<file path="config.mk">
export PLATFORM = sky130hd
export DESIGN_NAME = bcd_updown_counter
export DESIGN_NICKNAME = d
export VERILOG_FILES = /design/src/rtl/seg_pkg.sv /design/src/rtl/bcd_updown_counter_digit.sv /design/src/rtl/bcd_updown_counter.sv
export SDC_FILE = /design/constraint.sdc
export NUM_CORES = 1
export LEC_CHECK = 0
export CELL_PAD_IN_SITES_DETAIL_PLACEMENT = 1
export CELL_PAD_IN_SITES_GLOBAL_PLACEMENT = 2
export CORE_MARGIN = 2
export CORE_UTILIZATION = 29
export CTS_CLUSTER_SIZE = 24
export DETAILED_ROUTE_END_ITERATION = 12
export HOLD_SLACK_MARGIN = 0.02
export PLACE_DENSITY_LB_ADDON = 0.3
export SLEW_MARGIN = 25
export SYNTH_ARGS = -nofsm -noshare
export SYNTH_HDL_FRONTEND = slang
export SYNTH_HIERARCHICAL = 1
export SYNTH_SLANG_ARGS = --single-unit
</file>
<file path="constraint.sdc">
create_clock -name clk -period 3.1 [get_ports clk]
set_clock_uncertainty 0.05 [all_clocks]
set_input_delay 0.465 -clock clk [delete_from_list [all_inputs] [get_ports clk]]
set_output_delay 0.465 -clock clk [all_outputs]
set_load 0.005 [all_outputs]
</file>
<file path="src/rtl/seg_pkg.sv">
// Shared definitions for the seven-segment counter path.
// Holds the digit width and the load-value clamp helper.
// Pure declarations; no logic, no latency, no flow control.
package seg_pkg;

  localparam int unsigned DIGIT_W = 4;

  // Force an out-of-range digit to the largest legal value for the modulus.
  function automatic logic [DIGIT_W-1:0] clamp_digit(input logic [DIGIT_W-1:0] value,
                                                     input int unsigned mod);
    if (32'(value) >= mod) begin
      return DIGIT_W'(mod - 1);
    end
    return value;
  endfunction

endpackage

</file>
<file path="src/rtl/bcd_updown_counter_digit.sv">
// Single modulo-MOD digit register with clear, clamped load and up/down step.
// One cycle: the new digit value is visible after the clock edge.
// No backpressure; step is decided by the parent's carry/borrow chain.
module bcd_digit
  import seg_pkg::*;
#(
  parameter int unsigned MOD = 10
) (
  input  logic               clk,
  input  logic               rst_n,
  input  logic               clr,
  input  logic               load,
  input  logic [DIGIT_W-1:0] ld_val,
  input  logic               step,
  input  logic               up,
  output logic [DIGIT_W-1:0] q,
  output logic               at_max,
  output logic               at_min
);

  localparam logic [DIGIT_W-1:0] MaxV = DIGIT_W'(MOD - 1);

  logic [DIGIT_W-1:0] q_q;
  logic [DIGIT_W-1:0] q_d;

  assign q      = q_q;
  assign at_max = (q_q == MaxV);
  assign at_min = (q_q == '0);

  // Next digit value: clear beats load beats step; wraps compare against MOD-1.
  always_comb begin
    q_d = q_q;
    if (clr) begin
      q_d = '0;
    end else if (load) begin
      q_d = clamp_digit(ld_val, MOD);
    end else if (step) begin
      if (up) begin
        q_d = at_max ? '0 : q_q + 4'd1;
      end else begin
        q_d = at_min ? MaxV : q_q - 4'd1;
      end
    end
  end

  // Digit register with asynchronous clear to zero.
  always_ff @(posedge clk or negedge rst_n) begin
    if (!rst_n) begin
      q_q <= '0;
    end else begin
      q_q <= q_d;
    end
  end

endmodule

</file>
<file path="src/rtl/bcd_updown_counter.sv">
// Multi-digit modulo-MOD up/down counter with load, clear, terminal-count and zero flags.
// One cycle: data/tc/zero reflect the enabled edge immediately; the carry chain is combinational.
// No backpressure; every enabled edge advances the count by exactly one step.
module bcd_updown_counter
  import seg_pkg::*;
#(
  parameter int unsigned DIGITS = 4,
  parameter int unsigned MOD    = 10,
  parameter int unsigned DW     = 4
) (
  input  logic               clk,
  input  logic               rst_n,
  input  logic               en,
  input  logic               clr,
  input  logic               load,
  input  logic [DIGITS*DW-1:0] load_val,
  input  logic               up,
  output logic [DIGITS*DW-1:0] data,
  output logic               tc,
  output logic               zero
);

  logic [DIGITS-1:0] at_max;
  logic [DIGITS-1:0] at_min;
  logic [DIGITS-1:0] step;
  // chain[k] is high when every digit below k sits at its wrap point for the current direction.
  logic [DIGITS:0]   chain;

  logic tc_q, tc_d;
  logic zero_q, zero_d;
  logic hi_zero;

  assign chain[0] = 1'b1;

  for (genvar k = 0; k < DIGITS; k++) begin : g_digit
    assign chain[k+1] = chain[k] & (up ? at_max[k] : at_min[k]);
    assign step[k]    = en & chain[k];

    bcd_digit #(.MOD(MOD)) u_digit (
      .clk    (clk),
      .rst_n  (rst_n),
      .clr    (clr),
      .load   (load),
      .ld_val (load_val[k*DW +: DW]),
      .step   (step[k]),
      .up     (up),
      .q      (data[k*DW +: DW]),
      .at_max (at_max[k]),
      .at_min (at_min[k])
    );
  end

  // Terminal count and next-state zero flag, derived without re-running the digit math.
  always_comb begin
    tc_d    = 1'b0;
    zero_d  = zero_q;
    hi_zero = 1'b1;
    for (int k = 1; k < DIGITS; k++) begin
      hi_zero = hi_zero & at_min[k];
    end
    if (clr) begin
      zero_d = 1'b1;
    end else if (load) begin
      // Clamping never maps a nonzero digit to zero, so the raw value decides.
      zero_d = (load_val == '0);
    end else if (en) begin
      tc_d = chain[DIGITS];
      if (up) begin
        zero_d = chain[DIGITS];
      end else begin
        zero_d = hi_zero & (data[DW-1:0] == 4'd1);
      end
    end
  end

  // Flag registers; zero comes up set since reset clears every digit.
  always_ff @(posedge clk or negedge rst_n) begin
    if (!rst_n) begin
      tc_q   <= 1'b0;
      zero_q <= 1'b1;
    end else begin
      tc_q   <= tc_d;
      zero_q <= zero_d;
    end
  end

  assign tc   = tc_q;
  assign zero = zero_q;

endmodule

</file>
# ---- Yosys cells after proc, flatten, opt, wreduce, memory -nomap -nowiden
# Index checks and enable logic that the tools add are counted.
dict set report word_totals {
  register_bits 18
  in_bits 22
  output_inout_bits 18
}
dict set report op_classes {
  add_sub_neg 8
  n_lt_le_gt_ge 4
  eq_ne 5
  mux 55
  bitwise_logic 9
  n_reduce_logical 9
}
# cell n
set op_table {}
lappend op_table {{$mux W4} 32}
lappend op_table {{$mux W1} 23}
lappend op_table {{$add A4 B1 Y4 const B} 4}
lappend op_table {{$eq A4 B4 Y1 const B} 4}
lappend op_table {{$ge A4 B4 Y1 const B} 4}
lappend op_table {{$logic_not A16 Y1} 1}
lappend op_table {{$logic_not A4 Y1} 4}
lappend op_table {{$sub A4 B1 Y4 const B} 4}
lappend op_table {{$reduce_bool A3 Y1} 4}
lappend op_table {{$and A1 B1 Y1} 9}
lappend op_table {{$eq A4 B1 Y1 const B} 1}

# ---- Longest topological paths before layout
# Gate-level depths: netlist (run 1).
dict set report depth {
  word_depth 9
  mapped_depth 11
  mapped_depth_nobuf 10
}

# ---- By module
# The synthesis (run 1) kept the hierarchy.
# mod n_inst cells_each area_each_um2 seq_area_each_um2
set modules_own_cells {}
lappend modules_own_cells {bcd_digit 4 46 386.6 100.1}
lappend modules_own_cells {bcd_updown_counter 1 27 219.0 51.3}

# ---- Least setup slack after synthesis (run 1)
# OpenSTA, ideal clock, no wires.
dict set report synth_timing {
  path_type {flip-flop to flip-flop}
  start {register g_digit[0].u_digit.q_q[2]}
  end {register g_digit[3].u_digit.q_q[3]}
  setup_time_ns 0.124
  t_arrival_ns 2.312
  path_slack_ns 0.615
  path_stages_with_launch 11
  path_buffers 1
  cell_sequence {dfrtp_1 > clkbuf_2 > nor4_1 > mux2i_1 > nor2b_1 > nand2_1 > nor2_1 > or2b_2 > a31oi_1 > o2111a_1 > nor4_1}
}
dict set report synth_via {
  elab_chain_cells 6
  elab_cells_between_ends 7
  cone_classes {1 x eq/ne; 1 x mux; 3 x bitwise; 2 x reduce/logical}
}
# element line_no
set synth_rtl {}
lappend synth_rtl {{from (decl)} bcd_updown_counter_digit.sv:23} ;# logic [DIGIT_W-1:0] q_q;
lappend synth_rtl {{from (signal assigned)} bcd_updown_counter_digit.sv:51} ;# q_q <= q_d;
lappend synth_rtl {{$logic_not A4 Y1} bcd_updown_counter_digit.sv:28} ;# assign at_min = (q_q == '0);
lappend synth_rtl {{named net at_min[0]} bcd_updown_counter.sv:24} ;# logic [DIGITS-1:0] at_min;
lappend synth_rtl {{$mux W1} bcd_updown_counter.sv:36} ;# assign chain[k+1] = chain[k] & (up ? at_max[k] : at_min[k]);
lappend synth_rtl {{$and A1 B1 Y1 (2 in series)} bcd_updown_counter.sv:36}
lappend synth_rtl {{$and A1 B1 Y1} bcd_updown_counter.sv:37} ;# assign step[k] = en & chain[k];
lappend synth_rtl {{named net step[3]} bcd_updown_counter.sv:25} ;# logic [DIGITS-1:0] step;
lappend synth_rtl {{$reduce_bool A3 Y1 (no line)} -}
lappend synth_rtl {{to (signal assigned)} bcd_updown_counter_digit.sv:51}
lappend synth_rtl {{to (decl)} bcd_updown_counter_digit.sv:23}
# The timed path passes the listed nets, and every way through them passes these cells.
# A chain may end at the register's enable or synchronous reset.

# ---- Worst setup path after layout (run 1)
dict set report layout_timing {
  start {register g_digit[0].u_digit.q_q[0]}
  end {register g_digit[2].u_digit.q_q[3]}
}
dict set report layout_via {
  elab_chain_cells 5
  elab_cells_between_ends 6
  cone_classes {1 x eq/ne; 1 x mux; 2 x bitwise; 2 x reduce/logical}
}
# element line_no
set layout_rtl {}
lappend layout_rtl {{$eq A4 B4 Y1} bcd_updown_counter_digit.sv:27} ;# assign at_max = (q_q == MaxV);
lappend layout_rtl {{named net at_max[0]} bcd_updown_counter.sv:23} ;# logic [DIGITS-1:0] at_max;
lappend layout_rtl {{$mux W1} bcd_updown_counter.sv:36}
lappend layout_rtl {{$and A1 B1 Y1} bcd_updown_counter.sv:36}
lappend layout_rtl {{$and A1 B1 Y1} bcd_updown_counter.sv:37}
lappend layout_rtl {{named net step[2]} bcd_updown_counter.sv:25}
lappend layout_rtl {{$reduce_bool A3 Y1 (no line)} -}
lappend layout_rtl {{to (signal assigned)} bcd_updown_counter_digit.sv:51}
lappend layout_rtl {{to (decl)} bcd_updown_counter_digit.sv:23}
# The timed path passes the listed nets, and every way through them passes these cells.

==> results of run 1 <==
[registers in the layout, indices dropped and copies added, names as in the netlist]
register	count
g_digit.u_digit/q	16
zero	1
tc	1
[cell families after synthesis]
| family | Yosys count |
|---|---|
| XOR/XNOR | 12 |
| AO/OA/AOI/OAI | 54 |
| AND/OR/NAND/NOR | 94 |
| flip-flops | 18 |
| multiplexers | 3 |
| buffers and inverters | 30 |
[per-stage QoR]
stage | cell area, µm² | util | cells | power [W]
floorplan | 1765 | - | 211 | 0.0004077
global placement | 2176 | 0.3697 | 317 | 0.0005044
detailed placement | 2176 | 0.3697 | 317 | 0.0005067
CTS | 2231 | 0.3790 | 321 | 0.0007143
global route | 2226 | 0.3782 | 321 | 0.0007507
finish | 2226 | 0.3782 | 321 | 0.0007020
[layout by cell type, fill, tap and decap left out, types with 2 or more instances in the layout]
cell | netlist | layout
nand2b_1 | 4 | 4
nor2_1 | 12 | 12
nand3_1 | 5 | 5
a21oi_2 | 4 | 4
a31oi_1 | 5 | 5
mux2i_1 | 2 | 2
a21oi_1 | 12 | 12
o21ai_0 | 8 | 8
a211oi_2 | 4 | 4
xor2_1 | 8 | 8
buf_4 | 0 | 9
and2b_1 | 4 | 4
clkdlybuf4s50_1 | 0 | 38
nor2b_1 | 5 | 5
nor3_1 | 8 | 8
and4b_2 | 4 | 4
a211o_1 | 4 | 4
or3_2 | 4 | 4
nor4_1 | 16 | 16
or4b_1 | 4 | 4
or2b_2 | 4 | 4
dfrtp_1 | 17 | 17
o2111ai_1 | 4 | 4
o2111a_1 | 4 | 4
nand2_1 | 14 | 14
a221oi_1 | 4 | 4
xnor2_1 | 4 | 4
a311oi_1 | 5 | 5
inv_1 | 13 | 13
clkbuf_8 | 0 | 4
nand3b_1 | 4 | 4
[power breakdown]
group	leakage (nW)	switching (W)	internal, W
combinational	0.566	0.0000935	0.000112
clock	0.0288	0.0000894	0.000113
sequential	0.234	0.0000447	0.000250
total	0.829	0.000228	0.000474
[final timing paths]
check,cells past startpoint,end,slack [ns],from
max,10,g_digit[2].u_digit/q[3],0.64,g_digit[0].u_digit/q[0]
min,1,g_digit[1].u_digit/q[0],0.10,rst_n
max reg2reg,10,g_digit[2].u_digit/q[3],0.64,g_digit[0].u_digit/q[0]
min reg2reg,3,g_digit[1].u_digit/q[2],0.72,g_digit[1].u_digit/q[2]
max in group asynchronous,1,zero,2.55,rst_n
min in group clk,3,g_digit[1].u_digit/q[2],0.72,g_digit[1].u_digit/q[2]
[final cells by class]
type | instances | area [µm²] | share of cell area
Clock buffer | 4 | 55.05 | 0.02473
Inverter | 13 | 48.80 | 0.02192
Sequential cell | 18 | 451.7 | 0.2029
Tap cell | 75 | 93.84 | 0.04216
Timing Repair Buffer | 48 | 452.9 | 0.2035
Multi-Input combinational cell | 163 | 1124 | 0.5048
[metal layers]
metal | GRT usage | routed length (µm) | share of wire
met2 | 0.2585 | 2316 | 0.45
met4 | 0.03000 | 17 | 0.0033
met5 | 0 | 0 | 0
met1 | 0.2356 | 2668 | 0.52
met3 | 0.01868 | 154 | 0.030
[worst reg2reg max path, cell delays in order, from the launching register on]
cell and delay [ns]:
dfrtp_1 0.65, nand2_1 0.09, nor3_1 0.20, mux2i_1 0.11, nor2b_1 0.15, nand2_1 0.11, inv_1 0.18, or2b_2 0.35
a31oi_1 0.16, o2111a_1 0.20, nor4_1 0.05
==> metrics.yaml, run 1 <==
worst_setup_path:
  timing.critical_path.slowest_cell_delay_ns: 0.65
  required_ns: 3.15
  critPathBufInv: 1
  cp_common_cell: "nand2_1"
  timing.critical_path.to_type: "register"
  critPathLaunchType: "register"
  worstPathCellList: "nand2_1 > nor3_1 > mux2i_1 > nor2b_1 > nand2_1 > inv_1 > or2b_2 > a31oi_1 > o2111a_1 > nor4_1"
  critical_path.slowest_cell: "dfrtp_1"
  critical_path_peak_fanout: 14
  path_class: "register to register"
  data_arrival_time_of_the_critical_path_ns: 2.51
  critPathTopFamily: "simple AND/OR/NAND/NOR gates"
yosys:
  synthMuxAreaShare: 0.01772
  synth.lib_cells_used.distinct: 39
  syn-cell-area_um2: 1765
  seq_area_frac_synth: 0.2558
  yosysTopAreaCellShare: 0.2410
  synth-xor-area-share: 0.05953
  synth-compound-area-share: 0.2325
  yosys_register_bits: 18
  ys_top_cells_by_area: "dfrtp_1, buf_6, nor4_1"
  postSynth.topFlopCell: "dfrtp_1"
  synth_warnings: 6
  asyncSetResetFlopFracSynth: 1.000
  synth.net_count: 233
  synth_simple_gate_area_share: 0.3267
  synth.most_common_cell: "dfrtp_1"
  number_of_instances_in_the_synthesized_netlist: 211
  synth_top_family_by_area: "simple AND/OR/NAND/NOR gates"
  synth_enable_flop_cells: 0
  post_synth_fa_ha_maj_area_fraction: 0
  yosys-top-cells-count: "dfrtp_1, nor4_1, nand2_1"
  synth.largest_area_cell: "dfrtp_1"
  syn-mean-instance-area_um2: 8.367
floorplanning:
  chipHeight_um: 82.03
  die_area_um2: 6728
  initial_core_util: 0.3000
  std_cell_rows: 28
  pin_count: 40
  dieWidth_um: 82.03
  core_area_um2: 5886
clock_network:
  cts_tree: "built"
  number_of_setup_buffers_added_after_cts: 0
  clkTransAtPathRegs_ns: 0.08
  clock_latency_ns: 0.26
  cts_hold_buffers: 0
  post_cts.resized_instances: 0
  clock_sink_count: 18
  deepest_level_of_the_cts_h_tree: 1
  cts.path.max_buffers: 2
  tritoncts.num_buffers: 3
  clock-root-buffer: "clkbuf_8"
routing:
  viasPerCell: 5.502
  detail_route.first_pass.iterations: 4
  routed_wire_length_per_instance_um: 16.07
  finalWirelength_um: 5157
  initialDrtViolationCount: 62
  num_vias: 1766
  remaining_drc_errors: 0
  final_antenna_net_count: 0
timing:
  timing.hold.ws_ns: 0.1020
  timing.final.crit_share: 0.7938
  slew_violations: 0
  rsz_0062_raised_after_global_routing: "no"
  slew-limit-headroom: 0.3930
  finalCriticalPeriod_ns: 2.461
  timing.final.hold_violations: 0
  timing_worst_slew_pin_value_ns: 0.9076
  final.setup.tns_ns: 0
  max_freq_mhz: 406.4
  setup_viol_count_final: 0
  fin_ws_ns: 0.6392
grt:
  first_global_vias: 1664
  grt_use_total: 0.1620
  grt_pass1_wl_um: 8514
  grt_max_degree: 24
  global_route.overflow_total: 0
  antenna_found_initial: 0
power_and_ir_drop:
  power.ir.vdd_worst_mv: 0.1464
  power.density_cell_area_nw_per_um2: 315.4
  power.leakage_nw: 0.8293
place:
  buffer_ports.inserted: 39
  pre_cts_slack_ns: 0.5410
  gpl.final_weighted_congestion: 0.7551
  dp_hpwl_um: 3716
min_path:
  path_category_of_the_worst_min_delay_check: "input port to asynchronous set/reset pin"
layout:
  ratio_of_cells_with_drive_above_1_in_the_final_layout: 0.1504
  final_nets: 269
  post_synthesis_to_final_layout_area_growth_pct: 26.08
  n_antenna_cell: 0
  num-fill-cells: 733
run:
  timing.max_cap.violations: 0
outcome:
  status: "finished, final reports clean"
Power figures use the tool's default switching activity.
==> inputs of run 2 (changes only) <==
CORE_UTILIZATION = 27   (was 29)
clock period = 2 ns   (was 3.1 ns; I/O delays follow)
==> metrics.yaml, run 2 (synthesis gave the netlist of run 1 again) <==
outcome:
  status: "finished, violations left"
  failed_checks: "negative setup slack"
layout:
  layout.cells.most_common_list: "buf_4, clkdlybuf4s50_1, dfrtp_1, nand2_1, inv_1"
  largest_reg_flops: 16  # unchanged
  num-fill-cells: 766  # +4.5%
  final_nets: 306  # +14%
  ratio_of_cells_with_drive_above_1_in_the_final_layout: 0.3180  # +0.1676
  n_antenna_cell: 0  # unchanged
  post_synthesis_to_final_layout_area_growth_pct: 49.19
  final_core_utilization: 0.4148  # +0.03659
  final_common_cell: "buf_4"
power_and_ir_drop:
  share_clk_of_total_power: 0.263  # -0.025
  power.density_cell_area_nw_per_um2: 456.0  # +45%
  power.leakage_nw: 1.047  # +26%
  power_switching_share: 0.3240  # about the same
  power.ir.vdd_worst_mv: 0.2485  # +70%
  combPwrFrac: 0.391  # +0.099
  pwr-share-seq: 0.345  # -0.074
  power.switching_w: 0.0003892  # +71%
  p_int_w: 0.0008119  # +71%
  report.power.total_w: 0.001201  # +71%
floorplanning:
  die_area_um2: 7201  # +7.0%
  chipHeight_um: 84.86  # +3.5%
  pin_count: 40  # unchanged
  std_cell_rows: 29  # +3.6%
  initial_core_util: 0.2780  # -0.02193
  core_area_um2: 6350  # +7.9%
  dieWidth_um: 84.86  # +3.5%
grt:
  global_route.overflow_total: 0  # unchanged
  grt_pass1_wl_um: 9522  # +12%
  grt_use_total: 0.1623  # +0.0002932
  first_global_vias: 1883  # +13%
  grt_max_degree: 19  # -21%
  antenna_found_initial: 0  # unchanged
timing:
  fin_ws_ns: -0.01545  # -0.6546 ns
  timing_worst_slew_pin_value_ns: 0.3702  # -0.5375 ns
  finalCriticalPeriod_ns: 2.015  # -0.4454 ns
  timing.final.hold_violations: 0  # unchanged
  timing.final.crit_share: 1.008  # +0.2139
  max_freq_mhz: 496.2  # +22%
  slew_violations: 0  # unchanged
  rsz_0062_raised_after_global_routing: "yes"
  slew-limit-headroom: 0.7498  # +0.3567
  setup_viol_count_final: 2  # +2
clock_network:
  clkTransAtPathRegs_ns: 0.08  # about the same
  cts_hold_buffers: 0  # unchanged
  cts_tree: "built"
  cts.path.max_buffers: 2  # unchanged
  clock_latency_ns: 0.27  # about the same
  deepest_level_of_the_cts_h_tree: 1  # unchanged
  number_of_setup_buffers_added_after_cts: 0  # unchanged
  tritoncts.num_buffers: 3  # unchanged
  clock-root-buffer: "clkbuf_8"
  clock_sink_count: 18  # unchanged
worst_setup_path:
  critPathBufInv: 1  # unchanged
  r2r-end: "g_digit[2].u_digit/q[3]"
  data_arrival_time_of_the_critical_path_ns: 2.11  # -0.40 ns
  critical_path.slowest_cell: "dfrtp_1"
  critical_path.reg2reg.startpoint: "g_digit[0].u_digit/q[3]"
  critPathTopFamily: "simple AND/OR/NAND/NOR gates"
  required_ns: 2.10  # -1.05 ns
  setup.reg_to_reg.worst_slack_ns: -0.02  # -0.65 ns
  timing.critical_path.slowest_cell_delay_ns: 0.41  # -0.24 ns
  critical_path_peak_fanout: 4  # -10
  critPathLaunchType: "register"
  worstPathCellList: "nor4_2 > mux2i_1 > nor2b_2 > nand2_2 > inv_2 > or2b_4 > a31oi_1 > o2111a_1 > nor4_1"
  path_class: "register to register"
  timing.critical_path.to_type: "register"
  worstRegToRegCells: 9  # -1
routing:
  detail_route.first_pass.iterations: 4  # unchanged
  finalWirelength_um: 5691  # +10%
  routed_wire_length_per_instance_um: 15.81  # -1.6%
  initialDrtViolationCount: 59  # -4.8%
  final_antenna_net_count: 0  # unchanged
  remaining_drc_errors: 0  # unchanged
  num_vias: 1905  # +7.9%
  viasPerCell: 5.292  # -3.8%
min_path:
  path_category_of_the_worst_min_delay_check: "input port to asynchronous set/reset pin"
place:
  pre_cts_slack_ns: -0.3194  # -0.8604 ns
  gpl.final_weighted_congestion: 0.7962  # +5.4%
  dp_hpwl_um: 4400  # +18%
  buffer_ports.inserted: 39  # unchanged
run:
  timing.max_cap.violations: 0  # unchanged
run 2: power by group through the flow:
stage	Combinational (W)	Sequential, W	Clock, W
2_1_floorplan	0.000225	0.000415	0
3_3_place_gp	0.000450	0.000416	0
3_5_place_dp	0.000456	0.000416	0
4_1_cts	0.000465	0.000412	0.000323
5_1_grt	0.000516	0.000419	0.000334
6_report	0.000470	0.000415	0.000316
run 2: through the flow:
stage	instances	hold WS [ns]	instance area [µm²]	TNS, ns
after global routing	360	0.3281	2634	-0.3451
after floorplan	211	-0.04559	1798	-0.4346
after global placement	356	0.6120	2505	-2.484
final	360	0.3129	2634	-0.03086
after CTS	360	0.3246	2587	-0.06041
after detailed placement	356	0.6145	2505	-2.911
run 2: worst max-delay path by stage:
stage                       startpoint                      end  slack, ns  depth (start not counted)
2_1_floorplan  g_digit[0].u_digit/q[1]  g_digit[3].u_digit/q[3]      -0.18                         10
3_3_place_gp                        up  g_digit[3].u_digit/q[3]      -0.27                          8
3_5_place_dp                        up  g_digit[3].u_digit/q[3]      -0.32                          8
4_1_cts        g_digit[0].u_digit/q[3]  g_digit[3].u_digit/q[3]      -0.03                          9
5_1_grt        g_digit[0].u_digit/q[3]  g_digit[3].u_digit/q[3]      -0.13                          9
6_report       g_digit[0].u_digit/q[3]  g_digit[2].u_digit/q[3]      -0.02                          9
run 2: layout make-up:
type                    instances  area, µm²  area share
clock buffers                   4      55.05     0.02090
inverters                      13      48.80     0.01853
multi-input cells             163       1221      0.4637
flip-flops and latches         18      452.9      0.1720
well taps                      77      96.34     0.03658
repair buffers                 85      759.5      0.2884
run 2: layer usage:
metal | up-vias | track usage | wire, µm
li1 | 940 | - | -
met1 | 923 | 0.2307 | 2785
met2 | 38 | 0.2641 | 2666
met3 | 4 | 0.02237 | 187
met4 | 0 | 0.03463 | 51
met5 | - | 0 | 0
run 2: what timing repair did:
action                     4_1_cts  5_1_grt
pin swaps                        2        5
gates resized for setup          6        9
setup endpoints to repair        9        9
gates cloned                     0        0
